--- src/rtl/debounce_pkg.sv ---
// Purpose : shared types and default parameters for the debounce_strobe block.
// Latency : n/a (package only).
// Backpressure: n/a; no flow control in this block.
package debounce_pkg;

  // Qualify FSM encoding; value 2'd3 is unused and recovers to IDLE.
  typedef enum logic [1:0] {
    IDLE    = 2'd0,
    QUALIFY = 2'd1,
    COMMIT  = 2'd2
  } state_t;

  localparam int DEF_SYNC_STAGES   = 2;
  localparam int DEF_STABLE_CYCLES = 4;
  localparam int DEF_CNT_W         = 3;

endpackage

--- src/rtl/sync_chain.sv ---
// Purpose : multi-flop synchronizer for one asynchronous bit.
// Latency : STAGES clocks from d to q.
// Backpressure: none; samples every clock.
// Ports   : clock, reset (async active-low), d (async in), q (synchronized out).
module sync_chain #(
  parameter int STAGES = 2
) (
  input  logic clock,
  input  logic reset,
  input  logic d,
  output logic q
);

  logic [STAGES-1:0] r_sync;

  always_ff @(posedge clock or negedge reset) begin
    if (!reset) begin
      r_sync <= '0;
    end else begin
      r_sync <= {r_sync[STAGES-2:0], d};
    end
  end

  assign q = r_sync[STAGES-1];

endmodule

--- src/rtl/debounce_strobe.sv ---
// Purpose : debounce a noisy async bit into a registered level plus one-cycle change strobes.
// Latency : SYNC_STAGES+STABLE_CYCLES-1 edges from a stable raw_in change to dout/en_out update.
// Backpressure: none; en_out is a fire-and-forget enable for the downstream flop.
// Ports   : clock, reset (async active-low), raw_in (noisy), clear (sync clear),
//           dout (level), en_out/rise/fall (strobes), busy (FSM not IDLE).
module debounce_strobe
  import debounce_pkg::*;
#(
  parameter int SYNC_STAGES   = DEF_SYNC_STAGES,
  parameter int STABLE_CYCLES = DEF_STABLE_CYCLES,
  parameter int CNT_W         = DEF_CNT_W
) (
  input  logic clock,
  input  logic reset,
  input  logic raw_in,
  input  logic clear,
  output logic dout,
  output logic en_out,
  output logic rise,
  output logic fall,
  output logic busy
);

  localparam logic [CNT_W-1:0] LP_CNT_LAST = CNT_W'(STABLE_CYCLES - 1);

  logic             w_sync_q;
  logic             w_diff;

  state_t           r_state;
  logic [CNT_W-1:0] r_cnt;
  logic             r_dout;
  logic             r_en;
  logic             r_rise;
  logic             r_fall;

  state_t           w_state_nxt;
  logic [CNT_W-1:0] w_cnt_nxt;
  logic             w_dout_nxt;
  logic             w_en_nxt;
  logic             w_rise_nxt;
  logic             w_fall_nxt;

  sync_chain #(
    .STAGES (SYNC_STAGES)
  ) u_sync (
    .clock (clock),
    .reset (reset),
    .d     (raw_in),
    .q     (w_sync_q)
  );

  assign w_diff = (w_sync_q != r_dout);

  always_ff @(posedge clock or negedge reset) begin
    if (!reset) begin
      r_state <= IDLE;
      r_cnt   <= '0;
      r_dout  <= 1'b0;
      r_en    <= 1'b0;
      r_rise  <= 1'b0;
      r_fall  <= 1'b0;
    end else begin
      r_state <= w_state_nxt;
      r_cnt   <= w_cnt_nxt;
      r_dout  <= w_dout_nxt;
      r_en    <= w_en_nxt;
      r_rise  <= w_rise_nxt;
      r_fall  <= w_fall_nxt;
    end
  end

  // Strobes default low: they are only raised on the single commit edge,
  // which guarantees they never stay high across consecutive cycles.
  always_comb begin
    w_state_nxt = r_state;
    w_cnt_nxt   = r_cnt;
    w_dout_nxt  = r_dout;
    w_en_nxt    = 1'b0;
    w_rise_nxt  = 1'b0;
    w_fall_nxt  = 1'b0;

    case (r_state)
      IDLE: begin
        if (w_diff) begin
          w_state_nxt = QUALIFY;
          w_cnt_nxt   = CNT_W'(1);
        end else begin
          w_cnt_nxt   = '0;
        end
      end
      QUALIFY: begin
        if (!w_diff) begin
          // Glitch shorter than the qualify window: drop it silently.
          w_state_nxt = IDLE;
          w_cnt_nxt   = '0;
        end else if (r_cnt == LP_CNT_LAST) begin
          w_state_nxt = COMMIT;
          w_dout_nxt  = w_sync_q;
          w_en_nxt    = 1'b1;
          w_rise_nxt  = w_sync_q;
          w_fall_nxt  = ~w_sync_q;
        end else begin
          w_cnt_nxt   = r_cnt + CNT_W'(1);
        end
      end
      COMMIT: begin
        // One dead cycle so the strobe can never be re-armed back to back.
        w_state_nxt = IDLE;
        w_cnt_nxt   = '0;
      end
      default: begin
        w_state_nxt = IDLE;
        w_cnt_nxt   = '0;
      end
    endcase

    // Clear wins over everything, including a commit on the same edge.
    if (clear) begin
      w_state_nxt = IDLE;
      w_cnt_nxt   = '0;
      w_dout_nxt  = 1'b0;
      w_en_nxt    = 1'b0;
      w_rise_nxt  = 1'b0;
      w_fall_nxt  = 1'b0;
    end
  end

  assign dout   = r_dout;
  assign en_out = r_en;
  assign rise   = r_rise;
  assign fall   = r_fall;
  assign busy   = (r_state != IDLE);

endmodule

--- config.mk ---
export PLATFORM = sky130hd
export DESIGN_NAME = debounce_strobe
export DESIGN_NICKNAME = d
export VERILOG_FILES = /design/src/rtl/debounce_pkg.sv /design/src/rtl/sync_chain.sv /design/src/rtl/debounce_strobe.sv
export SDC_FILE = /design/constraint.sdc
export NUM_CORES = 1
export LEC_CHECK = 0
export ABC_AREA = 1
export BUFFER_PORTS_ARGS = -buffer_cell sky130_fd_sc_hd__buf_2
export CAP_MARGIN = 20
export CORE_AREA = 2 2 39 41
export DETAILED_ROUTE_END_ITERATION = 8
export DIE_AREA = 0 0 41 43
export PLACE_DENSITY = 0.58
export SLEW_MARGIN = 20
export SYNTH_ARGS = -nofsm -noshare
export SYNTH_HDL_FRONTEND = slang
export SYNTH_SLANG_ARGS = --single-unit
--- constraint.sdc ---
create_clock -name clock -period 1.4 [get_ports clock]
set_input_delay 0.21 -clock clock [delete_from_list [all_inputs] [get_ports clock]]
set_output_delay 0.21 -clock clock [all_outputs]
set_load 0.01 [all_outputs]
==> flow_metrics.env <==
export IMPL_seq_area_frac_synth_pct=56.0
export IMPL_syn2layout_area_growth_pct=20.6
export IMPL_wirelength_um=859
export IMPL_ff_latch_area_um2=277
export IMPL_drv_slew=0
export IMPL_vias=387
export IMPL_cap_violations=0
export IMPL_drc=0
export IMPL_die_area_um2=1760
export IMPL_worstSkewPairLatency_ns=0.28
export IMPL_antenna_found_initial=0
export IMPL_yosys_area_share_simple_pct=26.2
export IMPL_multi_input_area_um2=193
export IMPL_setup_ws_ns=0.0356
export IMPL_synth_area_um2=492
export IMPL_worstPathArrival_ns=1.15
export IMPL_crit_path_end_kind="primary output"
export IMPL_yosysWarnings=0
export IMPL_fillers=138
export IMPL_synth_top_family_by_area="simple AND/OR/NAND/NOR gates"
export IMPL_synth_fp_nets=58
export IMPL_fp_coreArea_um2=1380
export IMPL_initial_core_util_pct=35.5
export IMPL_post_cts_buffers=0
export IMPL_wire_per_inst_um=10.7
export IMPL_synthXorXnorAreaFrac_pct=0
export IMPL_clock_sinks=11
export IMPL_grt_usage_pct=13.0
export IMPL_hold_viol_final=0
export IMPL_cts_tree="built"
export IMPL_cts_buffers=3
export IMPL_synthDistinctLibCells=15
export IMPL_outcome="completed"
export IMPL_route_met2_wl_um=449
export IMPL_io_pins=9
export IMPL_fmax_mhz=733
export IMPL_grt_max_degree=12
export IMPL_die_w_um=41
export IMPL_crit_chain="or2_2, buf_2"
export IMPL_totalPowerFinal_uw=592
export IMPL_dp_hpwl_um=637
export IMPL_grt_pass1_vias=393
export IMPL_place_area_um2=552
export IMPL_crit_path_start_kind="flop"
export IMPL_cp_max_fo=7
export IMPL_root_buffer="clkbuf_4"
export IMPL_antenna_cells=0
export IMPL_final_common_cell="dfrtp_1"
export IMPL_rows=14
export IMPL_synth_fa_ha_area_share_pct=7.63
export IMPL_htree_levels=1
export IMPL_setup_viol=0
export IMPL_io_buffers=8
export IMPL_drt_met1_wl_um=347
export IMPL_min_path_type="in -> reg"
export IMPL_holdWs_ns=0.0299
export IMPL_ys_ff_latch=11
export IMPL_design_area_um2=593
export IMPL_ctsLongestPathBuffers=2
export IMPL_placedCellCount=75
export IMPL_stdcell_count=80
export IMPL_synthMuxAreaShare_pct=0
export IMPL_fin_crit_ns=1.36
export IMPL_fin_crit_sh_pct=97.5
export IMPL_final_util_pct=42.9
export IMPL_clk_pin_slew_ns=0.08
export IMPL_synth_avg_cell_area_um2=9.64
export IMPL_drtAntennaViolNets=0
export IMPL_final_nets=72
export IMPL_grt_overflow=0
export IMPL_final_cell_mix="10 x dfrtp_1, 8 x nand2_1, 8 x buf_2, 6 x nor2_1, 5 x inv_1"
export IMPL_skew_ns=0.00778
export IMPL_max_slew_margin_pct=80.3
export IMPL_p_per_area_nw_per_um2=997
export IMPL_drive_gt1_share_pct=34.4
export IMPL_detail_route_first_pass_iterations=4
export IMPL_fp_dieH_um=43
export IMPL_dr_wl_met3_um=22
export IMPL_gp_congestion=0.726
export IMPL_grt_pass1_wl_um=1480
export IMPL_rsz0062_at_grt="false"
export IMPL_cp_required_ns=1.19
export IMPL_crit_family="flip-flops"
export IMPL_drt_initial_drc_count=1
export IMPL_synthCells=51
export IMPL_viasPerCell=4.84
export IMPL_ir_worst_vdd_v=0.000433
export IMPL_worstSetupPathType="reg -> out"
export IMPL_crit_buf_inv=1
export IMPL_topRoutingLayerUsed="met4"
export IMPL_dp_slack_ns=0.0961
export IMPL_max_slew_worst_pin_slew_ns=0.294
export IMPL_max_stage_delay_ns=0.46
export IMPL_cp_slowest_cell="dfrtp_2"
export IMPL_setup_tns_ns=0
export IMPL_synth_compound_area_share_pct=4.83
export IMPL_power_leakage_nw=0.310
## logic make-up after synthesis
kind of cell / Yosys count
AND/OR/NAND/NOR: 26
flip-flops: 11
buffers and inverters: 7
AO/OA/AOI/OAI: 4
adder cells (fa/ha/maj): 3
## final timing paths
| path | slack (ns) | start | endpoint | cells past startpoint |
|---|---|---|---|---|
| setup / recovery | 0.04 | r_state[0] | busy | 2 |
| hold / removal | 0.03 | raw_in | u_sync.r_sync[0] | 1 |
| setup reg to reg | 0.14 | r_cnt[0] | fall | 4 |
| hold reg to reg | 0.36 | u_sync.r_sync[0] | u_sync.r_sync[1] | 0 |
| max in group asynchronous | 0.87 | reset | r_state[0] | 2 |
| min in group asynchronous | 0.31 | reset | r_state[1] | 2 |
## power breakdown
| part | internal, mW | switching (mW) | leakage (nW) |
|---|---|---|---|
| logic | 0.0135 | 0.0224 | 0.147 |
| clock network | 0.106 | 0.120 | 0.0177 |
| registers | 0.324 | 0.00573 | 0.146 |
## cells in the mapped netlist, drive strengths merged
master	count	area, µm²
nand4	3	18.8
inv	7	26.3
nor4	1	6.26
nand2	11	48.8
nor2	7	33.8
dfrtp	11	275
or2	1	6.26
nor3	1	5.00
a21oi	4	23.8
ha	3	37.5
nand3	2	10.0
## repair_timing
action                                 CTS  global route
setup endpoints to repair                0             2
resized for setup                        0             2
endpoints found under the hold margin   11             0
hold buffers                             1             0
## state kept, by name (all words and copies together) (netlist names)
name           flops
en_out             1
r_cnt              3
fall               1
rise               1
r_state            2
dout               1
u_sync.r_sync      2
## area by class of cell
type / count / area share (%)
Clock buffer: 3 / 3.80
Tap cell: 16 / 3.38
Sequential cell: 11 / 46.6
Timing Repair Buffer: 9 / 8.44
Multi-Input combinational cell: 33 / 32.5
Clock inverter: 1 / 0.844
Inverter: 7 / 4.43
## per-layer routing
metal / GRT usage (%) / up-vias
met4: 12.0 / 0
met2: 20.3 / 8
met3: 1.57 / 5
li1: - / 191
met5: 0 / -
met1: 14.0 / 183
No activity file was read; power rests on OpenSTA's default activity.
